File: config.mk
export PLATFORM = sky130hd
export DESIGN_NAME = dec_rv_ssc_bundler
export DESIGN_NICKNAME = d
export VERILOG_FILES = /design/src/rtl/dec_rv_ssc_bundler_pkg.sv /design/src/rtl/dec_rv_ssc_bundler_pair_chk.sv /design/src/rtl/dec_rv_ssc_bundler.sv
export SDC_FILE = /design/constraint.sdc
export NUM_CORES = 1
export LEC_CHECK = 0
export ABC_AREA = 0
export CORE_MARGIN = 5
export CORE_UTILIZATION = 55
export CTS_BUF_LIST = sky130_fd_sc_hd__clkbuf_8
export CTS_CLUSTER_SIZE = 25
export DETAILED_ROUTE_END_ITERATION = 12
export GPL_ROUTABILITY_DRIVEN = 0
export PLACE_DENSITY = 0.83
export SLEW_MARGIN = 20
export SYNTH_ARGS = -nofsm -noshare
export SYNTH_HDL_FRONTEND = slang
export SYNTH_SLANG_ARGS = --single-unit
File: constraint.sdc
create_clock -name clock -period 4.5 [get_ports clock]
set_input_delay 0.9 -clock clock [delete_from_list [all_inputs] [get_ports clock]]
set_output_delay 0.9 -clock clock [all_outputs]
set_load 0.02 [all_outputs]
File: src/rtl/dec_rv_ssc_bundler_pkg.sv
// Shared decode definitions for the superscalar issue bundler: queue depth default,
// RV32 opcode classes and the lane-count / bundle-state encodings.
package dec_rv_ssc_bundler_pkg;

   localparam int QDEPTH_DEF = 4;

   // opcode[6:2] values
   localparam logic [4:0] OPC_BRANCH = 5'b11000;
   localparam logic [4:0] OPC_JALR   = 5'b11001;
   localparam logic [4:0] OPC_JAL    = 5'b11011;
   localparam logic [4:0] OPC_SYSTEM = 5'b11100;
   localparam logic [4:0] OPC_STORE  = 5'b01000;
   localparam logic [4:0] OPC_LUI    = 5'b01101;
   localparam logic [4:0] OPC_AUIPC  = 5'b00101;
   localparam logic [4:0] OPC_OP     = 5'b01100;

   typedef enum logic [1:0] {
      CNT_NONE  = 2'd0,
      CNT_ONE   = 2'd1,
      CNT_TWO   = 2'd2,
      CNT_THREE = 2'd3
   } lane_cnt_e;

   typedef enum logic {
      ST_EMPTY = 1'b0,
      ST_HELD  = 1'b1
   } bundle_state_e;

   function automatic logic is_ctrl(input logic [4:0] opc);
      return opc inside {OPC_BRANCH, OPC_JALR, OPC_JAL, OPC_SYSTEM};
   endfunction

   function automatic logic writes_rd(input logic [4:0] opc);
      return !(opc inside {OPC_BRANCH, OPC_STORE});
   endfunction

   function automatic logic reads_rs1(input logic [4:0] opc);
      return !(opc inside {OPC_LUI, OPC_AUIPC, OPC_JAL});
   endfunction

   function automatic logic reads_rs2(input logic [4:0] opc);
      return opc inside {OPC_OP, OPC_BRANCH, OPC_STORE};
   endfunction

endpackage

File: src/rtl/dec_rv_ssc_bundler_pair_chk.sv
// Register-hazard checker for a candidate bundle A,B,C (program order).
// Flags: bit0 RAW A->B, bit1 WAW A/B, bit2 RAW into C, bit3 WAW involving C.
module dec_rv_ssc_pair_chk
   import dec_rv_ssc_bundler_pkg::*;
(
   input  logic [31:0] i_word_a,
   input  logic [31:0] i_word_b,
   input  logic [31:0] i_word_c,
   output logic [3:0]  o_block
);

   logic [31:0] w_word [3];
   logic [4:0]  w_rd   [3];
   logic [4:0]  w_rs1  [3];
   logic [4:0]  w_rs2  [3];
   logic        w_wr   [3];
   logic        w_r1   [3];
   logic        w_r2   [3];

   assign w_word[0] = i_word_a;
   assign w_word[1] = i_word_b;
   assign w_word[2] = i_word_c;

   for (genvar g = 0; g < 3; g++) begin : g_dec
      logic w_unused_bits;
      assign w_rd[g]  = w_word[g][11:7];
      assign w_rs1[g] = w_word[g][19:15];
      assign w_rs2[g] = w_word[g][24:20];
      // x0 is never a real destination, so it cannot create a hazard
      assign w_wr[g]  = writes_rd(w_word[g][6:2]) && (w_word[g][11:7] != 5'd0);
      assign w_r1[g]  = reads_rs1(w_word[g][6:2]);
      assign w_r2[g]  = reads_rs2(w_word[g][6:2]);
      assign w_unused_bits = ^{w_word[g][31:25], w_word[g][14:12], w_word[g][1:0]};
   end

   function automatic logic raw_hz(input logic wr_p, input logic [4:0] rd_p,
                                   input logic r1_c, input logic [4:0] rs1_c,
                                   input logic r2_c, input logic [4:0] rs2_c);
      return wr_p && ((r1_c && (rs1_c == rd_p)) || (r2_c && (rs2_c == rd_p)));
   endfunction

   function automatic logic waw_hz(input logic wr_p, input logic [4:0] rd_p,
                                   input logic wr_c, input logic [4:0] rd_c);
      return wr_p && wr_c && (rd_p == rd_c);
   endfunction

   assign o_block[0] = raw_hz(w_wr[0], w_rd[0], w_r1[1], w_rs1[1], w_r2[1], w_rs2[1]);
   assign o_block[1] = waw_hz(w_wr[0], w_rd[0], w_wr[1], w_rd[1]);
   assign o_block[2] = raw_hz(w_wr[0], w_rd[0], w_r1[2], w_rs1[2], w_r2[2], w_rs2[2])
                     | raw_hz(w_wr[1], w_rd[1], w_r1[2], w_rs1[2], w_r2[2], w_rs2[2]);
   assign o_block[3] = waw_hz(w_wr[0], w_rd[0], w_wr[2], w_rd[2])
                     | waw_hz(w_wr[1], w_rd[1], w_wr[2], w_rd[2]);

endmodule

File: src/rtl/dec_rv_ssc_bundler.sv
// Instruction bundler: circular word queue feeding a 1..3 lane issue bundle register.
// Lanes B/C are filled greedily from the queue head when the hazard checker allows.
module dec_rv_ssc_bundler
   import dec_rv_ssc_bundler_pkg::*;
#(
   parameter int QDEPTH = QDEPTH_DEF
) (
   input  logic        clock,
   input  logic        reset,
   input  logic        flush,
   input  logic        inValid,
   input  logic [31:0] inWord,
   output logic        inReady,
   output logic        outValid,
   output logic [31:0] outWordA,
   output logic [31:0] outWordB,
   output logic [31:0] outWordC,
   output logic [1:0]  outCount,
   input  logic        outReady
);

   localparam int          PW       = $clog2(QDEPTH);
   localparam logic [PW:0] OCC_FULL = (PW+1)'(QDEPTH);

   logic [31:0]   r_mem [QDEPTH];
   logic [PW-1:0] r_head, r_tail;
   logic [PW:0]   r_occ;

   bundle_state_e r_state, w_state_nx;
   lane_cnt_e     r_count, w_count_nx, w_pop_cnt;
   logic [31:0]   r_word_a, r_word_b, r_word_c;
   logic [31:0]   w_word_a_nx, w_word_b_nx, w_word_c_nx;

   logic [31:0]   w_h0, w_h1, w_h2;
   logic [3:0]    w_block;
   logic          w_push, w_take_b, w_take_c;

   assign w_h0 = r_mem[r_head];
   assign w_h1 = r_mem[r_head + PW'(1)];
   assign w_h2 = r_mem[r_head + PW'(2)];

   dec_rv_ssc_pair_chk u_pair_chk (
      .i_word_a (w_h0),
      .i_word_b (w_h1),
      .i_word_c (w_h2),
      .o_block  (w_block)
   );

   // Ready comes from registered occupancy only; a pop this cycle frees no slot yet
   assign inReady = (r_occ < OCC_FULL);
   assign w_push  = inValid && inReady && !flush;

   assign w_take_b = (r_occ >= (PW+1)'(2)) && (w_h0[1:0] == 2'b11) && (w_h1[1:0] == 2'b11)
                   && !is_ctrl(w_h0[6:2]) && (w_block[1:0] == 2'b00);
   assign w_take_c = w_take_b && (r_occ >= (PW+1)'(3)) && (w_h2[1:0] == 2'b11)
                   && !is_ctrl(w_h1[6:2]) && (w_block[3:2] == 2'b00);

   // NOTE: every variable gets a default at the top so no path leaves it unassigned (no latch).
   always_comb begin
      w_state_nx  = r_state;
      w_count_nx  = r_count;
      w_word_a_nx = r_word_a;
      w_word_b_nx = r_word_b;
      w_word_c_nx = r_word_c;
      w_pop_cnt   = CNT_NONE;
      if ((r_state == ST_EMPTY) || outReady) begin
         if (r_occ != '0) begin
            w_state_nx  = ST_HELD;
            w_word_a_nx = w_h0;
            w_word_b_nx = w_take_b ? w_h1 : 32'd0;
            w_word_c_nx = w_take_c ? w_h2 : 32'd0;
            w_count_nx  = w_take_c ? CNT_THREE : (w_take_b ? CNT_TWO : CNT_ONE);
            w_pop_cnt   = w_count_nx;
         end else begin
            w_state_nx  = ST_EMPTY;
            w_word_a_nx = 32'd0;
            w_word_b_nx = 32'd0;
            w_word_c_nx = 32'd0;
            w_count_nx  = CNT_NONE;
         end
      end
   end

   // NOTE: state registers use non-blocking assignments so all of them update together at the edge.
   always_ff @(posedge clock or posedge reset) begin
      if (reset) begin
         r_state  <= ST_EMPTY;
         r_count  <= CNT_NONE;
         r_word_a <= '0;
         r_word_b <= '0;
         r_word_c <= '0;
         r_head   <= '0;
         r_tail   <= '0;
         r_occ    <= '0;
      end else if (flush) begin
         r_state  <= ST_EMPTY;
         r_count  <= CNT_NONE;
         r_word_a <= '0;
         r_word_b <= '0;
         r_word_c <= '0;
         r_head   <= '0;
         r_tail   <= '0;
         r_occ    <= '0;
      end else begin
         r_state  <= w_state_nx;
         r_count  <= w_count_nx;
         r_word_a <= w_word_a_nx;
         r_word_b <= w_word_b_nx;
         r_word_c <= w_word_c_nx;
         r_head   <= r_head + PW'(w_pop_cnt);
         r_tail   <= r_tail + PW'(w_push);
         r_occ    <= r_occ + (PW+1)'(w_push) - (PW+1)'(w_pop_cnt);
      end
   end

   // NOTE: queue storage has no reset; occupancy alone decides which entries are live.
   always_ff @(posedge clock) begin
      if (w_push) r_mem[r_tail] <= inWord;
   end

   assign outValid = (r_state == ST_HELD);
   assign outCount = r_count;
   assign outWordA = r_word_a;
   assign outWordB = r_word_b;
   assign outWordC = r_word_c;

endmodule

Yosys cells after proc, flatten, opt, wreduce, memory -nomap -nowiden
Memory sizes are Yosys's and may differ from the RTL's.
Cells that the tools add are included.
Widths: inputs -> output; s select.

word-level totals
  register bits after elaboration = 106
  RAM bits = 128
  input port bits = 37
  output and inout bits = 100
  word-level logic and storage cells = 133
  memories = 1

cells by class
  add/sub/neg operators = 6
  order comparisons = 3
  eq/ne operators = 31
  mux-type cells = 25
  bitwise operators = 3
  reductions and logical operators = 56

memory list
  memory  depth  bits a word  read ports  clocked after memory_dff  write ports  line                      text
  r_mem   4      32           3           0                         1            dec_rv_ssc_bundler.sv:25  logic [31:0] r_mem [QDEPTH];

operator list
  operator             count
  $mux 32              11
  $eq 5x5->1 const B   10
  $eq 5x5->1           9
  $eq 5x4->1 const B   7
  $logic_and 1x1->1    28
  $mux 2               8
  $reduce_bool 3->1    5
  $reduce_bool 5->1    3
  $eq 5x3->1 const B   2
  $logic_not 1->1      8
  $reduce_bool 2->1    4
  $reduce_bool 4->1    2
  $eq 2x2->1 const B   3
  $ge 3x2->1 const B   2
  $mux 1               5
  $logic_not 2->1      2
  $logic_or 1x1->1     4
  $add 3x1->3          1
  $lt 3x3->1 const B   1
  $mux 3               1
  $sub 3x2->3          1
  $add 2x1->2          1
  $add 2x1->2 const B  1
  $add 2x2->2          1
  3 further kinds      4

Logic depth before layout (Yosys ltp)
Gate-level depths: netlist of the first run.
An unclocked memory read counts as a cell.

  word-level depth = 19
  depth in mapped cells = 21
  depth with buffers taken out = 14

Modules after synthesis
A second synthesis of the first run with hierarchy kept.

unflattened totals
  cells, all modules = 635
  area total of the unflattened synthesis = 10925.5 um^2

by module, submodules not included
  module               times used  cells each  area each (um^2)  sequential area each (um^2)
  dec_rv_ssc_bundler   1           538         10204.8           6496.2
  dec_rv_ssc_pair_chk  1           97          720.7             0.0

Least setup slack after synthesis of the first run
Ideal clock, no wire load.

  kind = input -> register
  start point = input port flush
  end point = memory r_mem[0][0] (enable)
  arrival = 3.759 ns
  slack = 0.273 ns
  cell stages on the path = 4
  buffers on the path = 1
  cells stage by stage = inv_1 > and3_1 > clkbuf_1 > nor3b_1

between the ends
  cells in the longest elaborated chain, start to end = 4

RTL lines
  item                          line                       text
  start: declaration            dec_rv_ssc_bundler.sv:10   input logic flush,
  $logic_not 1->1               dec_rv_ssc_bundler.sv:51   assign w_push = inValid && inReady && !flush;
  $logic_and 1x1->1             dec_rv_ssc_bundler.sv:51
  $mux 1                        dec_rv_ssc_bundler.sv:118  if (w_push) r_mem[r_tail] <= inWord;
  $mux 1 (not written as such)  dec_rv_ssc_bundler.sv:118
  end: declaration              dec_rv_ssc_bundler.sv:25

Every way passes these cells.

Worst setup path in the final report of the first run
  start point = register r_head[0]
  end point = register r_occ[2]

between the ends
  cells in the longest elaborated chain, start to end = 19
  elaborated cells between the ends (all ways) = 92
  those cells by class = add/sub (3); eq/ne (31); mux (5); bitwise (2); reduce/logical (50); memory (1)

RTL lines
  item                                                    line                                                                  text
  start: declaration                                      dec_rv_ssc_bundler.sv:26                                              logic [PW-1:0] r_head, r_tail;
  start signal: assignment                                dec_rv_ssc_bundler.sv:110                                             r_head <= r_head + PW'(w_pop_cnt);
  $add 2x1->2                                             dec_rv_ssc_bundler.sv:39                                              assign w_h1 = r_mem[r_head + PW'(1)];
  $mem_v2 4x32 (*)                                        -
  $eq 5x4->1 (tied with other cells)                      dec_rv_ssc_bundler_pkg.sv:38                                          return !(opc inside {OPC_LUI, OPC_AUIPC, OPC_JAL});
  $reduce_bool 3->1 or $reduce_bool 2->1 (tied branches)  dec_rv_ssc_bundler_pkg.sv:38, dec_rv_ssc_bundler_pkg.sv:34
  $logic_not 1->1 (on tied branches)                      dec_rv_ssc_bundler_pkg.sv:38, dec_rv_ssc_bundler_pkg.sv:34
  $logic_and 1x1->1 (on tied branches)                    dec_rv_ssc_bundler_pair_chk.sv:39, dec_rv_ssc_bundler_pair_chk.sv:30
  $logic_or 1x1->1 or $logic_and 1x1->1 (tied branches)   dec_rv_ssc_bundler_pair_chk.sv:39, dec_rv_ssc_bundler_pair_chk.sv:44
  $logic_and 1x1->1 (on tied branches)                    dec_rv_ssc_bundler_pair_chk.sv:39, dec_rv_ssc_bundler_pair_chk.sv:44
  $logic_not 2->1                                         dec_rv_ssc_bundler.sv:54                                              && !is_ctrl(w_h0[6:2]) && (w_block[1:0] == 2'b00);
  $logic_and 1x1->1                                       dec_rv_ssc_bundler.sv:54
  $logic_and 1x1->1 (2 in a row)                          dec_rv_ssc_bundler.sv:55                                              assign w_take_c = w_take_b && (r_occ >= (PW+1)'(3)) && (w_h2[1:0] == 2'b11)
  $logic_and 1x1->1 (2 in a row)                          dec_rv_ssc_bundler.sv:56                                              && !is_ctrl(w_h1[6:2]) && (w_block[3:2] == 2'b00);
  $mux 2 (*)                                              dec_rv_ssc_bundler.sv:72                                              w_count_nx = w_take_c ? CNT_THREE : (w_take_b ? CNT_TWO : CNT_ONE);
  $mux 2 (*)                                              dec_rv_ssc_bundler.sv:67                                              if (r_occ != '0) begin
  $mux 2 (*)                                              dec_rv_ssc_bundler.sv:66                                              if ((r_state == ST_EMPTY) || outReady) begin
  $sub 3x2->3 (*)                                         dec_rv_ssc_bundler.sv:112                                             r_occ <= r_occ + (PW+1)'(w_push) - (PW+1)'(w_pop_cnt);
  $mux 3 (*)                                              dec_rv_ssc_bundler.sv:95                                              end else if (flush) begin
  end signal: assignment                                  dec_rv_ssc_bundler.sv:112
  end: declaration                                        dec_rv_ssc_bundler.sv:27                                              logic [PW:0] r_occ;

Every way passes the cells marked *; elsewhere a longest branch is shown, timed or not.
A chain may end at the register's enable or synchronous reset.

==> key figures, run 1 <==
Timing
  – Fin Setup TNS: 0 ns
  – Hold WS: 0.480 ns
  – Clk_skew: 0.0151 ns
  – Slew @ Worst Pin: 1.13 ns
  – Relative slew margins: 0.242
  – Min Tclk post-route: 4.18 ns
  – Unrepaired setup endpoints after global routing: false
  – Hold Fails Final Rpt: 0
  – # setup viols final: 0
  – Fin crit share: 0.929
  – Maximum clock rate: 239 MHz
  – Slew Limit Fails: 0

Final layout
  – Nets: 954
  – Most frequent cells in the layout: 136 x clkdlybuf4s50_1, 128 x edfxtp_1, 104 x dfrtp_1
  – Design area: 0.0137 mm2
  – Layout overhead on the synthesized area: 21.4%
  – Share of cells above drive strength 1: 0.184
  – Filler Cell Count: 1,385
  – Reg area: about 0.0065 mm2
  – Most common cell after layout, fill and taps aside: clkdlybuf4s50_1
  – Area of the multi-input gates: 0.00438 mm2
  – Post-Layout Cell Count: 1,212
  – N_diodes: 0

Floorplanning
  – Die Span Y: 153 um
  – Site row count: 52
  – IO Count: 137
  – Die area: 0.0234 mm2
  – Starting Density: 0.557
  – Core Region: 0.0202 mm2
  – X dimension of the die: ~150 um

Clock tree
  – H-tree Lvls: 2
  – Clk slew on worst S/H paths: approximately 0.07 ns
  – Cts repair resizes: 0
  – Clock tree buffer depth: 3
  – TritonCTS Buffers: 38
  – Hold_buf cts: 0
  – CTS tree: done
  – CTS root buf: clkbuf_8
  – Sinks on Clock Net: 234
  – Skew-Pair Late Insertion Delay: around 0.54 ns
  – Post-CTS setup buffers: 0

GRT
  – Number of antenna violations at the first check in global routing: 0
  – Vias in the first global route: ~7,600
  – Gr usage total: 0.234
  – Largest net degree at the start of global routing: 69
  – First-pass GRT wire length: 43.4 mm
  – Total gr overflow: 0

Detailed routing
  – Routed WL: 27.5 mm
  – Via Count: 7,555
  – Routed len/inst: about 23 um
  – DR DRC count: 0
  – 1st-iter DRT viols: roughly 730
  – Final ANT Viol Nets: 0
  – Vias per cell: 6.23
  – Pre-antenna DRT Iters: 7

Synth
  – YS warnings: 0
  – Post-Syn Area: 0.0113 mm2
  – Top FF cell, synth: edfxtp_1
  – Flops & latches, synth: around 230
  – Post-Syn Nets: 822
  – Post-synth EDFFs: 128
  – Gate Count Post-Synth: 781
  – Post-synthesis sequential area ratio: 0.577
  – Syn_area_per_cell: 14.4 um2
  – Synth async-reset ratio: 0.453
  – Count of different cell masters after synthesis: 58

Power and ir drop
  – Power density cells: 501 mW/mm2
  – Tot Pwr: 6860 uW
  – Worst VDD drop: 271 uV
  – Leakage: 0.00511 uW

Worst setup path
  – CP Capture Type: flip-flop
  – Arr. time, crit path: 4.60 ns
  – Crit path max fanout: 68
  – CP Class: flip-flop to flip-flop
  – Crit path required time: 4.92 ns
  – Crit start category: flip-flop

Place
  – Cell Area, Placed: around 0.013 mm2
  – Dpl cells: 1,143
  – Port Buf Inserts: 136
  – Final HPWL DP: 18.9 mm

Run status
  – Status: completed

Min path
  – Min-delay worst type: flip-flop to flip-flop

Job
  – Max-cap viol count: 0
## metrics by stage
| step | setup slack, ns | utilization |
|---|---|---|
| 2_1_floorplan | 0.273 | - |
| 3_3_place_gp | 0.471 | 0.637 |
| 3_5_place_dp | 0.386 | 0.637 |
| 4_1_cts | 0.359 | 0.676 |
| 5_1_grt | 0.0267 | 0.676 |
| 6_report | 0.320 | 0.676 |
## cell usage after synthesis (all sizes together) (8+ instances only)
cell type | n | share of area
nor2 | 24 | 0.0080
dfrtp | 106 | 0.24
a21oi | 17 | 0.0076
nor4 | 8 | 0.0044
buf | 35 | 0.022
nand4 | 8 | 0.0044
a22o | 49 | 0.038
mux2i | 27 | 0.024
nor3 | 10 | 0.0049
nand2 | 56 | 0.019
o21ai | 43 | 0.019
xor2 | 41 | 0.032
mux4 | 66 | 0.13
xnor2 | 27 | 0.021
clkbuf | 38 | 0.013
mux2 | 14 | 0.014
edfxtp | 128 | 0.34
a32o | 18 | 0.016
## registers in the layout, summed over array words and instances, names as in the netlist
| name | cells |
|---|---|
| outWordA | 32 |
| outWordB | 32 |
| outValid | 1 |
| r_tail | 2 |
| outWordC | 32 |
| r_mem | 128 |
| r_head | 2 |
| outCount | 2 |
| r_occ | 3 |
## path summary, 6_finish.rpt
path,start,end,slack (ns),cells after the start
setup reg to reg,r_head[0],r_occ[2],0.32,15
max in group asynchronous,reset,outWordC[7],2.93,3
min in group asynchronous,reset,outWordA[12],0.81,2
setup / recovery,r_head[0],r_occ[2],0.32,15
hold reg to reg,outWordA[13],outWordA[13],0.48,2
hold / removal,outWordA[13],outWordA[13],0.48,2
## report_power, final
part,switching (uW),leakage (uW),total [uW],internal [uW]
clock,832,0.000445,1880,1050
combinational,1240,0.00205,2320,1080
sequential,214,0.00261,2650,2440
total,2290,0.00511,6860,4570
## worst max-delay path: stages (launching register included)
cell and delay, ns:
dfrtp_4 0.77, buf_12 0.38, mux4_2 0.67, nor3_1 0.16, a21oi_1 0.13, nand2_1 0.10
o31ai_2 0.10, or2_1 0.26, o21bai_1 0.23, xnor2_1 0.15, ha_1 0.17, inv_1 0.05
fa_1 0.42, xnor2_1 0.18, xnor2_1 0.14, nor2_1 0.05
## final cells by class
class,instances,share of cell area
Sequential cell,234,0.476
Clock buffer,46,0.0463
Clock inverter,23,0.0118
Inverter,7,0.00210
Timing Repair Buffer,165,0.119
Tap cell,270,0.0247
Multi-Input combinational cell,467,0.320
## per-layer routing
layer | track usage | share of wire
met5 | 0 | 0
met2 | 0.374 | 0.48
met1 | 0.330 | 0.40
met3 | 0.0464 | 0.093
met4 | 0.0721 | 0.020
## cells by family after synthesis
group | Yosys count | synth area share
muxes | 107 | 0.171
adders and majority gates | 4 | 0.00511
AOI/OAI and AO/OA | 147 | 0.0957
xor gates and xnor gates | 68 | 0.0529
buffers and inverters | 80 | 0.0367
DFF | 234 | 0.577
and+or+nand+nor | 141 | 0.0621
Note: power is estimated with default switching activity, not from simulation.
==> run 2, diff against run 1 <==
--- a/config.mk
+++ b/config.mk
@@ -12,6 +12,7 @@
 export CTS_CLUSTER_SIZE = 25
 export DETAILED_ROUTE_END_ITERATION = 12
 export GPL_ROUTABILITY_DRIVEN = 0
+export GPL_TIMING_DRIVEN = 0
 export PLACE_DENSITY = 0.83
 export SLEW_MARGIN = 20
 export SYNTH_ARGS = -nofsm -noshare
==> run 2 against run 1 <==
  * Die area unchanged
  * Setup slack got worse by 0.17 ns
  * Non-clock buffer count rose by 50
  * First-iteration DRC count increased by 37%
  * Flip-flop and latch count unchanged
  * Via count increased by 6.1%
  * Sequential power down 4%
  * Cell count rose by 3.9%
==> key figures, run 2 (synthesized netlist as in run 1, its figures left out) <==
Worst setup path
  – Crit start category: flip-flop
  – Crit-path cells: buf_6, buf_12, buf_8, mux4_2, a2111oi_1, nand4_1, o211ai_1, a211oi_2, buf_6, o21bai_1, xnor2_1, ha_1, inv_1, fa_1, xnor2_2, xnor2_1, nor2_1
  – CP Capture Type: flip-flop
  – Buf+Inv Stages, Crit Path: 5 (+3)
  – Crit path max fanout: 10 (-85%)
  – Arr. time, crit path: 4.75 ns (+0.15 ns)
  – CP max stage cell: a2111oi_1
  – Crit path required time: 4.90 ns (-0.02 ns)
  – CP top delay family: compound AO/OA/AOI/OAI gates
  – Critical Path Max Stage Delay: 0.69 ns (-0.08 ns)
  – CP Class: flip-flop to flip-flop

Detailed routing
  – Met2 WL: 14.8 mm (+11%)
  – Metal3 WL: 3.34 mm (+31%)
  – Routed len/inst: 24.8 um (+9.1%)
  – Routed WL: 31.2 mm (+13%)
  – Via Count: 8,016 (+6.1%)
  – Pre-antenna DRT Iters: 6 (-1)
  – Highest routed layer: met4
  – Routed length on met1: 11.7 mm (+4.9%)
  – Vias per cell: 6.37 (+2.1%)
  – 1st-iter DRT viols: 994 (+37%)
  – Final ANT Viol Nets: 0 (unchanged)
  – DR DRC count: 0 (unchanged)

Timing
  – Slew @ Worst Pin: 1.04 ns (-0.0861 ns)
  – Maximum clock rate: 230 MHz (-3.9%)
  – Clk_skew: 0.0220 ns (+0.00690 ns)
  – Slew Limit Fails: 0 (unchanged)
  – Min Tclk post-route: 4.35 ns (+0.170 ns)
  – # setup viols final: 0 (unchanged)
  – Fin crit share: 0.966 (+0.0377)
  – Unrepaired setup endpoints after global routing: false
  – Hold WS: 0.475 ns (-0.00486 ns)
  – Hold Fails Final Rpt: 0 (unchanged)
  – Relative slew margins: 0.300 (+0.0579)

Clock tree
  – Skew-Pair Late Insertion Delay: 0.55 ns (about the same)
  – Sinks on Clock Net: 234 (unchanged)
  – CTS tree: done
  – Hold_buf cts: 0 (unchanged)
  – Clk slew on worst S/H paths: 0.06 ns (about the same)
  – Clock tree buffer depth: 3 (unchanged)
  – TritonCTS Buffers: 37 (-2.6%)
  – CTS root buf: clkbuf_8
  – H-tree Lvls: 2 (unchanged)

Floorplanning
  – IO Count: 137 (unchanged)
  – Site row count: 52 (unchanged)
  – Core Region: 0.0202 mm2 (unchanged)
  – Starting Density: 0.557 (unchanged)
  – Die area: 0.0234 mm2 (unchanged)
  – X dimension of the die: 153 um (unchanged)
  – Die Span Y: 153 um (unchanged)

GRT
  – Number of antenna violations at the first check in global routing: 0 (unchanged)
  – Gr usage total: 0.267 (+0.0323)
  – First-pass GRT wire length: 48.0 mm (+11%)
  – Vias in the first global route: 8,165 (+6.8%)
  – Total gr overflow: 0 (unchanged)
  – Largest net degree at the start of global routing: 58 (-16%)

Final layout
  – Nets: 1,003 (+5.1%)
  – Most frequent cells in the layout: 136 x clkdlybuf4s50_1, 128 x edfxtp_1, 106 x dfrtp_1
  – Most common cell after layout, fill and taps aside: clkdlybuf4s50_1
  – Layout overhead on the synthesized area: 23.2%
  – Biggest register: r_mem
  – N_diodes: 0 (unchanged)
  – Final Util: 0.686 (+0.00983)
  – Share of cells above drive strength 1: 0.184 (+0.000372)
  – Max reg flops: 128 (unchanged)

Power and ir drop
  – Worst VDD drop: 229 uV (-16%)
  – Leakage: 0.00519 uW (+1.5%)
  – Power density cells: 504 mW/mm2 (+0.43%)

Place
  – Final HPWL DP: 22.3 mm (+18%)
  – Port Buf Inserts: 136 (unchanged)

Min path
  – Min-delay worst type: flip-flop to flip-flop

Run status
  – Status: completed

Job
  – Max-cap viol count: 0 (unchanged)
==> run 2: path summary, 6_finish.rpt <==
check,to,slack [ns],cells after the start,startpoint
hold / removal,outWordC[0],0.48,2,outWordC[0]
setup / recovery,r_occ[2],0.15,17,r_head[0]
max in group asynchronous,outWordC[20],3.06,3,reset
setup reg to reg,r_occ[2],0.15,17,r_head[0]
hold reg to reg,outWordC[0],0.48,2,outWordC[0]
min in group asynchronous,outWordA[12],0.77,2,reset
==> run 2: timing repair <==
| item | in CTS | in global routing |
|---|---|---|
| resized for setup | 5 | 8 |
| endpoints found under the setup margin | 2 | 1 |
| pin swaps | 2 | 1 |
| gates cloned | 0 | 0 |
| buffers inserted | 1 | 0 |
==> run 2: power breakdown <==
group / switching [uW] / leakage (uW) / total [uW] / internal [uW]
logic: 1500 / 0.00216 / 2660 / 1160
clock network: 832 / 0.000410 / 1770 / 942
registers: 112 / 0.00262 / 2550 / 2440
total: 2440 / 0.00519 / 6990 / 4540
==> run 2: per-stage QoR <==
step	setup WS (ns)	cells	power, uW	setup TNS (ns)	area, um2
5_1_grt	0.00185	1259	7290	0	13900
6_report	0.151	1259	6990	0	13900
2_1_floorplan	0.273	781	4320	0	11300
4_1_cts	0.0871	1260	6940	0	13800
3_5_place_dp	-0.266	1195	5170	-0.270	13100
3_3_place_gp	-2.27	1187	5110	-173.13	13000
==> run 2: cell type report <==
type	count	area [um2]
clock buffers	40	551
inverters	7	31.3
flip-flops and latches	234	6500
multi-input cells	467	4400
repair buffers	145	1490
well taps	270	338
fillers	1375	6360
plain buffers	70	398
clock inverters	26	170
==> run 2: layer usage <==
metal	vias up	track usage
li1	3399	-
met1	3965	0.359
met2	549	0.423
met3	103	0.0577
met4	0	0.117
met5	-	0
==> run 2: tightest hold or removal path: stages (launching register included) <==
cell	delay, ns
dfrtp_1	0.34
nand2_1	0.05
nand2_1	0.05
==> run 3, diff against run 2 <==
==> constraint.sdc (replaced) <==
create_clock -name clock -period 4.7 [get_ports clock]
set_input_delay 0.94 -clock clock [delete_from_list [all_inputs] [get_ports clock]]
set_output_delay 0.94 -clock clock [all_outputs]
set_load 0.02 [all_outputs]
==> run 3 against run 2 <==
  * Global-route usage grew 0.092 points
  * Sequential power shrank 4%
  * Final area shrank 0.23%
  * Die area is the same
  * Critical path depth shrank 1
  * Largest power group unchanged
  * Core utilization shrank 0.16 points
  * Sequential share of layout area grew 0.11 points
  * Clock skew grew 0.0065 ns
  * Worst hold slack gained 0.00057 ns
  * Register-to-register slack gained 0.04 ns
  * Count of clock-buffer cells in the layout is the same
==> key figures, run 3 (synthesized netlist as in run 1, its figures left out) <==
Worst setup path
  – Critical Path Max Stage Delay: 0.69 ns (about the same)
  – Arr. time, crit path: 4.91 ns (+0.16 ns)
  – CP max stage cell: a2111oi_1
  – CP Capture Type: flip-flop
  – Buf+Inv Stages, Crit Path: 4 (-1)
  – CP Class: flip-flop to flip-flop
  – FF-to-FF setup slack: 0.19 ns (+0.04 ns)
  – FF-to-FF End: r_occ[2]
  – Crit path required time: 5.10 ns (+0.20 ns)
  – Most Frequent Cell on Critical Path: xnor2_1
  – CP top delay family: compound AO/OA/AOI/OAI gates
  – Crit start category: flip-flop
  – Launch point of the worst reg-to-reg path: r_head[1]
  – Crit-path cells: buf_4, buf_2, mux4_2, a2111oi_1, nand4_1, o211ai_1, a211oi_2, buf_6, o21bai_1, xnor2_1, ha_1, inv_1, fa_1, xnor2_1, xnor2_1, nor2_1
  – R2R cell count: 16 (-1)
  – Crit path max fanout: 10 (unchanged)

Clock tree
  – H-tree Lvls: 2 (unchanged)
  – CTS tree: done
  – Clock tree buffer depth: 3 (unchanged)
  – Clk slew on worst S/H paths: 0.06 ns (about the same)
  – Sinks on Clock Net: 234 (unchanged)
  – TritonCTS Buffers: 37 (unchanged)
  – Skew-Pair Late Insertion Delay: 0.55 ns (about the same)
  – CTS root buf: clkbuf_8

Power and ir drop
  – Sequential power share: 0.366 (about the same)
  – Leakage: 0.00519 uW (about the same)
  – Power Internal: 4330 uW (-4.6%)
  – Sw power: 2340 uW (-4.2%)
  – Clock power share: 0.255 (about the same)
  – Sw frac: 0.351 (+0.00100)
  – Power density cells: 482 mW/mm2 (-4.3%)
  – Worst VDD drop: 219 uV (-4.6%)
  – Combinational fraction of design power: 0.379 (-0.002)

Detailed routing
  – Routed WL: 31.4 mm (+0.66%)
  – DR DRC count: 0 (unchanged)
  – Via Count: 8,104 (+1.1%)
  – 1st-iter DRT viols: 1,056 (+6.2%)
  – Final ANT Viol Nets: 0 (unchanged)
  – Routed len/inst: 24.9 um (+0.50%)
  – Pre-antenna DRT Iters: 5 (-1)
  – Vias per cell: 6.43 (+0.94%)

Timing
  – Slew Limit Fails: 0 (unchanged)
  – Min Tclk post-route: 4.51 ns (+0.163 ns)
  – Maximum clock rate: 222 MHz (-3.6%)
  – Unrepaired setup endpoints after global routing: false
  – Slew @ Worst Pin: 1.07 ns (+0.0276 ns)
  – # setup viols final: 0 (unchanged)
  – Relative slew margins: 0.282 (-0.0186)
  – Hold WS: 0.476 ns (+0.000569 ns)
  – Fin crit share: 0.960 (-0.00654)
  – Hold Fails Final Rpt: 0 (unchanged)
  – Clk_skew: 0.0285 ns (+0.00648 ns)
  – Setup ws final: 0.188 ns (+0.0374 ns)

Floorplanning
  – Core Region: 0.0202 mm2 (unchanged)
  – IO Count: 137 (unchanged)
  – Die area: 0.0234 mm2 (unchanged)
  – X dimension of the die: 153 um (unchanged)
  – Site row count: 52 (unchanged)
  – Starting Density: 0.557 (unchanged)
  – Die Span Y: 153 um (unchanged)

GRT
  – Gr usage total: 0.268 (+0.000920)
  – Largest net degree at the start of global routing: 58 (unchanged)
  – Vias in the first global route: 8,204 (+0.48%)
  – Total gr overflow: 0 (unchanged)
  – Number of antenna violations at the first check in global routing: 0 (unchanged)
  – First-pass GRT wire length: 48.2 mm (+0.29%)

Place
  – Dpl ws: -0.0655 ns (+0.200 ns)
  – Final HPWL DP: 22.3 mm (unchanged)
  – Port Buf Inserts: 136 (unchanged)

Run status
  – Status: completed

Final layout
  – Max reg flops: 128 (unchanged)
  – Most common cell after layout, fill and taps aside: clkdlybuf4s50_1
  – Nets: 1,005 (+0.20%)
  – N_diodes: 0 (unchanged)
  – Biggest register: r_mem
  – Area of the multi-input gates: 0.00438 mm2 (-0.54%)
  – Share of cells above drive strength 1: 0.181 (-0.00340)
  – Reg area: 0.00650 mm2 (unchanged)
  – Most frequent cells in the layout: 136 x clkdlybuf4s50_1, 128 x edfxtp_1, 106 x dfrtp_1
  – Filler Cell Count: 1,381 (+0.44%)
  – Layout overhead on the synthesized area: 22.9%

Min path
  – Hold-critical path depth: 2 (unchanged)
  – Min-delay worst type: flip-flop to flip-flop
  – Min-delay src: outWordC[0]
  – Hold Path End: outWordC[0]

Job
  – Max-cap viol count: 0 (unchanged)
run 3: layer usage:
metal  routed length [um]  track usage
met1                11800        0.358
met2                14800        0.422
met3                 3310       0.0614
met4                 1450        0.121
met5                    0            0
run 3: cell type report:
class	count	share of cell area
multi-input combinational	467	0.316
clock inverter	26	0.0123
inverter	7	0.00226
timing repair buffer	145	0.108
sequential	234	0.469
clock buffer	40	0.0398
tap	270	0.0244
buffer	72	0.0281
run 3: worst max path at each step:
stage	depth (start not counted)	slack [ns]	to	from
final	16	0.19	r_occ[2]	r_head[1]
after global routing	20	0.01	r_occ[2]	r_head[0]
after global placement	5	-2.11	r_mem[0][3]	flush
after CTS	20	0.05	r_occ[2]	r_head[0]
after detailed placement	20	-0.07	r_occ[2]	r_head[0]
after floorplan	4	0.43	r_mem[0][0]	flush
run 3: through the flow:
step / area [um2] / instances / utilization / power (uW) / TNS (ns)
final: 13800 / 1261 / 0.684 / 6670 / 0
after global routing: 13800 / 1261 / 0.684 / 6960 / 0
after CTS: 13800 / 1260 / 0.683 / 6640 / 0
after detailed placement: 13100 / 1195 / 0.648 / 4950 / -0.0655
after global placement: 13000 / 1187 / 0.641 / 4890 / -145.79
after floorplan: 11300 / 781 / - / 4140 / 0
run 3: tightest hold or removal path, cell delays in order, from the launching register on:
cell	delay [ns]
dfrtp_1	0.34
nand2_1	0.05
nand2_1	0.05
run 3: what timing repair did:
| action | 4_1_cts | 5_1_grt |
|---|---|---|
| pin swaps | 0 | 2 |
| gates resized for setup | 1 | 3 |
| hold buffers | 0 | 0 |
| endpoints found under the setup margin | 1 | 1 |
| buffers inserted | 0 | 1 |
run 3: power by group through the flow:
stage / combinational (uW) / clock [uW] / sequential, uW
after floorplan: 1570 / 0 / 2570
after global placement: 2420 / 0 / 2480
after detailed placement: 2470 / 0 / 2480
after CTS: 2480 / 1720 / 2440
after global routing: 2680 / 1820 / 2460
final: 2530 / 1700 / 2440
